## src/rtl/vending_core_n.sv

```systemverilog
// rtl/vending_core_n.sv - N-channel vending transaction core: stock, pricing, pay/vend/refund, turnover
module vending_core_n #(
    parameter int NCH = 7,
    parameter int CW = 3,
    parameter int MW = 8,
    parameter logic [NCH*4-1:0] PRICES = {4'd7, 4'd6, 4'd5, 4'd4, 4'd3, 4'd2, 4'd1},
    parameter int INIT_STOCK = 5,
    parameter int TIMEOUT = 1000,
    localparam int CHW = $clog2(NCH)
) (
    input  logic              clk,
    input  logic              rst,
    input  logic              admin_mode,
    input  logic              sel_valid,
    input  logic [CHW-1:0]    sel_ch,
    input  logic [CW-1:0]     sel_qty,
    input  logic              coin_valid,
    input  logic [3:0]        coin_val,
    input  logic              cancel,
    input  logic              repl_valid,
    input  logic              clr_stock,
    input  logic              clr_turnover,
    output logic [1:0]        state,
    output logic [MW-1:0]     cost,
    output logic [MW-1:0]     paid,
    output logic [MW-1:0]     change,
    output logic              vend_pulse,
    output logic              refund_pulse,
    output logic              err,
    output logic [NCH*CW-1:0] stock_flat,
    output logic [MW-1:0]     turnover,
    output logic [MW-1:0]     sold_total
);

    localparam int TW = $clog2(TIMEOUT + 1);
    localparam int PW = 4 + CW;

    typedef enum logic [1:0] {S_IDLE = 2'd0, S_PAY = 2'd1, S_VEND = 2'd2, S_REFUND = 2'd3} state_t;

    state_t          st;
    logic [CW-1:0]   stock [NCH];
    logic [CHW-1:0]  ch;
    logic [CW-1:0]   qty;
    logic [TW-1:0]   timer;

    logic            sel_in_range;
    logic [CW-1:0]   sel_stock;
    logic [3:0]      sel_price;
    logic [PW-1:0]   sel_prod;
    logic [PW+MW-1:0] prod_w;
    logic            prod_over;
    logic [MW:0]     paid_sum;
    logic [MW-1:0]   paid_next;
    logic [MW:0]     turn_sum;
    logic [MW:0]     sold_sum;
    logic [CW:0]     repl_sum;

    // Channel lookups are done by compare rather than direct indexing so that
    // out-of-range channel numbers read as zero instead of indexing past NCH.
    always_comb begin
        sel_stock = '0;
        sel_price = '0;
        for (int i = 0; i < NCH; i++) begin
            if (sel_ch == CHW'(i)) begin
                sel_stock = stock[i];
                sel_price = PRICES[4*i +: 4];
            end
        end
        sel_in_range = ({1'b0, sel_ch} < (CHW+1)'(NCH));
        sel_prod     = PW'(sel_price) * PW'(sel_qty);
        prod_w       = (PW+MW)'(sel_prod);
        prod_over    = prod_w > (PW+MW)'({MW{1'b1}});
        paid_sum     = {1'b0, paid} + (MW+1)'(coin_val);
        paid_next    = paid_sum[MW] ? '1 : paid_sum[MW-1:0];
        turn_sum     = {1'b0, turnover} + {1'b0, cost};
        sold_sum     = {1'b0, sold_total} + (MW+1)'(qty);
        repl_sum     = {1'b0, sel_stock} + {1'b0, sel_qty};
    end

    always_comb begin
        stock_flat = '0;
        for (int i = 0; i < NCH; i++) begin
            stock_flat[CW*i +: CW] = stock[i];
        end
    end

    assign state        = st;
    assign vend_pulse   = (st == S_VEND);
    assign refund_pulse = (st == S_REFUND);

    always_ff @(posedge clk) begin
        if (rst) begin
            st         <= S_IDLE;
            cost       <= '0;
            paid       <= '0;
            change     <= '0;
            turnover   <= '0;
            sold_total <= '0;
            err        <= 1'b0;
            timer      <= '0;
            ch         <= '0;
            qty        <= '0;
            for (int i = 0; i < NCH; i++) begin
                stock[i] <= CW'(INIT_STOCK);
            end
        end else begin
            err <= 1'b0;
            case (st)
                S_IDLE: begin
                    if (admin_mode) begin
                        if (clr_stock) begin
                            for (int i = 0; i < NCH; i++) begin
                                stock[i] <= '0;
                            end
                        end else if (repl_valid) begin
                            if (!sel_in_range) begin
                                err <= 1'b1;
                            end else begin
                                for (int i = 0; i < NCH; i++) begin
                                    if (sel_ch == CHW'(i)) begin
                                        stock[i] <= repl_sum[CW] ? '1 : repl_sum[CW-1:0];
                                    end
                                end
                            end
                        end
                        if (clr_turnover) begin
                            turnover   <= '0;
                            sold_total <= '0;
                        end
                    end else if (sel_valid) begin
                        if (!sel_in_range || sel_qty == '0 || sel_qty > sel_stock || prod_over) begin
                            err <= 1'b1;
                        end else begin
                            ch     <= sel_ch;
                            qty    <= sel_qty;
                            cost   <= prod_w[MW-1:0];
                            paid   <= '0;
                            change <= '0;
                            timer  <= '0;
                            st     <= S_PAY;
                        end
                    end
                end
                S_PAY: begin
                    if (coin_valid) begin
                        paid <= paid_next;
                    end
                    // Cancel takes priority, but a coin on the same cycle is still credited.
                    if (cancel) begin
                        st <= S_REFUND;
                    end else if (coin_valid) begin
                        timer <= '0;
                        if (paid_next >= cost) begin
                            st <= S_VEND;
                        end
                    end else if (timer == TW'(TIMEOUT - 1)) begin
                        st <= S_REFUND;
                    end else begin
                        timer <= timer + 1'b1;
                    end
                end
                S_VEND: begin
                    for (int i = 0; i < NCH; i++) begin
                        if (ch == CHW'(i)) begin
                            stock[i] <= stock[i] - qty;
                        end
                    end
                    turnover   <= turn_sum[MW] ? '1 : turn_sum[MW-1:0];
                    sold_total <= sold_sum[MW] ? '1 : sold_sum[MW-1:0];
                    change     <= paid - cost;
                    st         <= S_IDLE;
                end
                S_REFUND: begin
                    change <= paid;
                    st     <= S_IDLE;
                end
            endcase
        end
    end

endmodule

```

## config.mk

```make
export PLATFORM = sky130hd
export DESIGN_NAME = vending_core_n
export DESIGN_NICKNAME = d
export VERILOG_FILES = /design/src/rtl/vending_core_n.sv
export SDC_FILE = /design/constraint.sdc
export NUM_CORES = 1
export LEC_CHECK = 0
export CORE_MARGIN = 4
export CORE_UTILIZATION = 42
export CTS_CLUSTER_DIAMETER = 200
export CTS_CLUSTER_SIZE = 24
export DETAILED_ROUTE_END_ITERATION = 8
export SYNTH_ARGS = -nofsm -noshare
export SYNTH_HDL_FRONTEND = slang
export SYNTH_SLANG_ARGS = --single-unit
```

## constraint.sdc

```tcl
create_clock -name clk -period 9.6 [get_ports clk]
set_clock_uncertainty 0.15 [all_clocks]
set_input_delay 1.92 -clock clk [delete_from_list [all_inputs] [get_ports clk]]
set_output_delay 1.92 -clock clk [all_outputs]
set_load 0.005 [all_outputs]
```

======== Yosys cells after proc, flatten, opt, wreduce, memory -nomap -nowiden ========
Memory sizes are Yosys's and may differ from the RTL's.
Index checks and enable logic that the tools add are counted.
cells by class
  add/subtract/negate cells ............... 13
  multipliers ............................. 1
  magnitude comparators ................... 3
  equal/unequal tests ..................... 26
  muxes and demuxes ....................... 161
  bitwise logic cells ..................... 24
  reductions and logical operators ........ 18
operators with widths
  cell                                                             count
  1-bit 2-to-1 mux                                                 98
  3-bit 2-to-1 mux                                                 29
  8-bit 2-to-1 mux                                                 9
  10-bit 2-to-1 mux                                                6
  8-bit one-hot mux with 2 select lines                            3
  4-bit 2-to-1 mux                                                 6
  8-bit one-hot mux with 3 select lines                            1
  1-bit OR                                                         21
  3-bit subtractor                                                 7
  10-bit one-hot mux with 2 select lines                           1
  3-bit == test, second input constant                             6
  2-bit 2-to-1 mux                                                 7
  2-bit != test, second input constant                             7
  3-bit by 2-bit == test with 1-bit output, second input constant  4
  10-bit by 1-bit adder with 10-bit output, second input constant  1
  10-bit == test, second input constant                            1
  5-bit AND reduction                                              2
  8-bit by 3-bit adder with 9-bit output                           1
  8-bit by 4-bit adder with 9-bit output                           1
  8-bit by 7-bit adder with 9-bit output                           1
  3-bit zero test                                                  3
  8-bit by 7-bit >= comparator with 1-bit output                   1
  4-bit != test, second input constant                             2
  4-bit AND reduction                                              2
  other kinds (19)                                                 26
word-level totals
  bits in registers ....................... 58
  memory bits (writable) .................. 21
  input port bits ......................... 19
  logic and storage cells ................. 257
  memories kept ........................... 1
memory list
  name   words  width  rd ports  clocked after memory_dff  wr ports  RTL line  text
  stock  7      3      7         0                         7         41        logic [CW-1:0] stock [NCH];

======== Logic depth before layout (Yosys ltp) ========
  depth after elaboration ................. 14
  gate-level depth with buffers ........... 13
  gate-level depth less buffers ........... 13

======== Worst setup path after synthesis ========
Ideal clock, no wire load.
  path kind ............................... input to register
  start ................................... input coin_val[0]
  end ..................................... register st[0] (netlist: state[0])
  setup time .............................. 0.121 ns
  arrival ................................. 4.584 ns
  setup slack ............................. 4.745 ns
  cell stages on the path ................. 13
  buffers on the path ..................... 0
  cells stage by stage .................... ha_1 -> fa_1 -> a21o_1 -> a22o_1 -> nand2_1 -> nand2_1 -> ha_1 -> a211o_1 -> a31oi_1 -> o2111ai_1 -> a221o_1 -> nand2_2 -> mux2_4
on the way
  longest elaborated chain between the ends .. 5
RTL lines
  item                                            RTL line  text
  from (decl)                                     18        input logic [3:0] coin_val,
  8-bit by 4-bit adder with 9-bit output          73        paid_sum = {1'b0, paid} + (MW+1)'(coin_val);
  8-bit 2-to-1 mux                                74        paid_next = paid_sum[MW] ? '1 : paid_sum[MW-1:0];
  8-bit by 7-bit >= comparator with 1-bit output  153       if (paid_next >= cost) begin
  4-bit != test (no source line)                  n/a
  5-bit AND reduction (no source line)            n/a
  to (signal assigned)                            150       st <= S_REFUND;
  to (signal assigned)                            154       st <= S_VEND;
  to (signal assigned)                            157       st <= S_REFUND;
  to (decl)                                       40        state_t st;
No other way between the ends.
A chain may end at the register's enable or synchronous reset.

======== Final worst setup path ========
  start ................................... input sel_ch[0]
  end ..................................... register paid[5]
on the way
  longest elaborated chain between the ends .. 12
  elaborated cells on any way between the ends .. 21
  classes of those cells .................. order compare: 2; eq/ne: 7; mux: 7; reduce/logical: 5
RTL lines
  item                                    RTL line  text
  from (decl)                             15        input logic [CHW-1:0] sel_ch,
  3-bit zero test                         64        if (sel_ch == CHW'(i)) begin
  3-bit 2-to-1 mux (7 in a row)           64
  3-bit greater-than comparator           131       if (!sel_in_range || sel_qty == '0 || sel_qty > sel_stock || prod_over) begin
  1-bit logical OR *                      131
  2-bit != test (no source line) *        n/a
  5-bit AND reduction (no source line) *  n/a
  to (signal assigned)                    146       paid <= paid_next;
  to (decl)                               25        output logic [MW-1:0] paid,
Mark *: on every way between the ends. The rest lies on a longest branch, timed or not.

==> impl_metrics.tcl <==
set metrics [dict create \
    rows 42 \
    p_leak_uw 0.002701 \
    grt_start_max_net_pins 44 \
    ant_nets 0 \
    drive_above_1_share_pct 5.432 \
    period_share_pct 57.22 \
    start_util_pct 42.89 \
    synth_edf_count 21 \
    cts_max_level 3 \
    setup_viol 0 \
    grt_setup_unrepaired "no" \
    setup_ws_ps 4107 \
    ios 85 \
    status "finished clean" \
    numCtsBuffers 9 \
    fmax_mhz 182.0 \
    cp.required_ps 9710 \
    port_buffers 82 \
    whs_path_depth 2 \
    grt_pass1_wl_um 25710 \
    syn_area_um2 5679 \
    viasPerCell 5.602 \
    synth_warnings 0 \
    syn_inst 645 \
    clock-sinks 78 \
    path_clk_slew_ps 60 \
    dr.pass1.iters 5 \
    rr_endpoint "state[0]" \
    core_area_um2 13240 \
    dieArea_um2 15450 \
    syn_area_per_cell_um2 8.805 \
    post-dp-hpwl_um 11590 \
    synth.area.top_cells "dfxtp_1, edfxtp_1, ha_1, fa_1, a21oi_1" \
    cts_root_buf "clkbuf_16" \
    wl_um 15530 \
    switching_share_pct 34.79 \
    yosysTopAreaCell "dfxtp_1" \
    r2r_start "paid[0]" \
    regToRegSetupSlack_ps 5900 \
    synth.top_cells.by_count "dfxtp_1, nor2_1, a21oi_1" \
    netlist-cell-type-count 76 \
    seq_area_frac_synth_pct 31.20 \
    ys_ff_latch 78 \
    max_slew_margin_pct 38.66 \
    yosysTopAreaCellShare_pct 20.09 \
    maxCapViolCount 0 \
    n_antenna_cell 0 \
    vias 5008 \
    ir_drop_mv 0.09411 \
    cts_setup_buffers 0 \
    power_frac_clock_pct 29.2 \
    die_w_um 124.3 \
    antenna_found_initial 0 \
    seq_power_share_pct 37.1 \
    combPwrFrac_pct 33.7 \
    intPower_uw 724.2 \
    worstPathMaxFanout 18 \
    clock_latency_ps 340 \
    die_h_um 124.3 \
    cts_tree "yes" \
    grt_overflow 0 \
    drc 0 \
    wl_per_cell_um 17.37 \
    cts-resized-gates 0 \
    yosysMostFrequentCell "dfxtp_1" \
    grt_pass1_vias 4988 \
    hp-class "flop to flop" \
    worstHoldEndpoint "turnover[3]" \
    track_usage_pct 20.05 \
    endpoint_kind "flop" \
    yosys_most_used_dff "dfxtp_1" \
    tightest_slew_ps 917.4 \
    worstPathArrival_ps 5610 \
    dp_slack_ps 3772 \
    finalHoldViolations 0 \
    place.gp.congestion 0.8791 \
    drt_iter0_drc 359 \
    start_kind "input port" \
    period_minus_slack_ps 5493 \
    hp-start "turnover[3]" \
    p_switching_uw 386.5 \
    synthToLayoutAreaGrowth_pct 21.08 \
    synthArstFlopShare_pct 0 \
    critPathKind "input port to flop" \
    reg2regPathDepth 13 \
    power.density_nw_per_um2 161.5 \
    clockBufferDepth 2 \
    final_nets 791 \
    slew_viol_final 0 \
    hold_buffers 0 \
    fillCellCount 1268 \
    tns_ps 0 \
]
## per-layer routing
layer	track usage (%)	share of wire, %	vias to the layer above
met2	31.39	46	150
met1	28.25	47	2406
met4	6.899	1.5	0
li1	-	-	2434
met3	3.045	5.2	18
met5	0	0	-
## critical path, cell delays in order
cell and delay, ps:
clkdlybuf4s50_1 900, nor2b_1 470, a21oi_1 130, a21o_1 260
ha_1 320, a211oi_2 300, o211a_1 710, a21o_1 310
a21oi_1 110, nor3_1 170
## flip-flops by register name (all words and copies together), names as in the netlist, 3 cells and up
| register | cells |
|---|---|
| sold_total | 8 |
| change | 8 |
| cost | 6 |
| paid | 8 |
| ch | 3 |
| turnover | 8 |
| qty | 3 |
| timer | 10 |
| stock | 21 |
## cell usage in the layout, fill, tap and decap left out, types with 3 or more instances in the layout
cell type        count
a31oi_1              8
xor2_1              12
edfxtp_1            21
mux4_2               3
or3_1                6
nand4b_1             6
a211oi_1            12
a211o_1              4
nand3b_1             7
nor2_1              54
nand2b_1             7
mux2i_1             16
xnor2_1             23
nand4_1              3
a21oi_1             52
and3_1               4
nand2_1             51
clkdlybuf4s50_1     82
and2_1               8
nor2b_1             12
ha_1                45
o21bai_1             3
nor3_1               6
a21o_1              14
o22ai_1              7
a21oi_2              4
o221ai_1             4
nand3_1             27
clkbuf_1             4
dfxtp_1             57
buf_4                5
inv_1               43
o21ai_0             31
clkbuf_16            9
fa_1                14
a22o_1               4
## final cells by class
type	count	area, um2	area share [%]
clock buffers	15	267.8	3.894
inverters	45	168.9	2.456
clock inverters	1	5.005	0.07278
multi-input cells	492	3585	52.13
well taps	176	220.2	3.202
repair buffers	87	858.3	12.48
flip-flops and latches	78	1772	25.76
## worst max path at each step
stage | start | end | slack (ps)
after floorplan | coin_val[0] | state[0] | 4750
after global placement | sel_ch[0] | paid[5] | 3850
after detailed placement | sel_ch[0] | paid[5] | 3770
after CTS | sel_ch[0] | paid[5] | 4110
after global routing | sel_ch[0] | paid[5] | 3780
final | sel_ch[0] | paid[5] | 4110
## power groups by stage
stage | combinational, uW | clock [uW] | sequential (uW)
6_report | 374 | 325 | 412
5_1_grt | 415 | 342 | 417
4_1_cts | 374 | 332 | 411
3_5_place_dp | 372 | 0 | 418
3_3_place_gp | 365 | 0 | 418
2_1_floorplan | 259 | 0 | 399
## logic make-up (layout without fill, tap and decap cells)
group | count (synthesis) | after routing | synth area share, %
flops | 78 | 78 | 31.20
other cells | 1 | 2 | 0.06603
buf+inv | 76 | 148 | 5.750
xor+xnor | 35 | 35 | 5.398
compound gates | 169 | 169 | 19.61
fa+ha+maj | 59 | 59 | 14.85
simple gates | 207 | 207 | 18.86
mux | 20 | 20 | 4.274
## through the flow
stage | std cells | cell area, um2 | hold WS, ps | utilization (%) | power, uW
2_1_floorplan | 646 | 5683 | 300.8 | - | 658.1
5_1_grt | 894 | 6877 | 335.5 | 51.93 | 1173
3_5_place_dp | 878 | 6604 | 300.6 | 49.87 | 789.9
6_report | 894 | 6877 | 306.9 | 51.93 | 1111
4_1_cts | 894 | 6877 | 312.7 | 51.93 | 1117
3_3_place_gp | 878 | 6604 | 301.1 | 49.87 | 782.7
No activity file was read; power rests on OpenSTA's default activity.
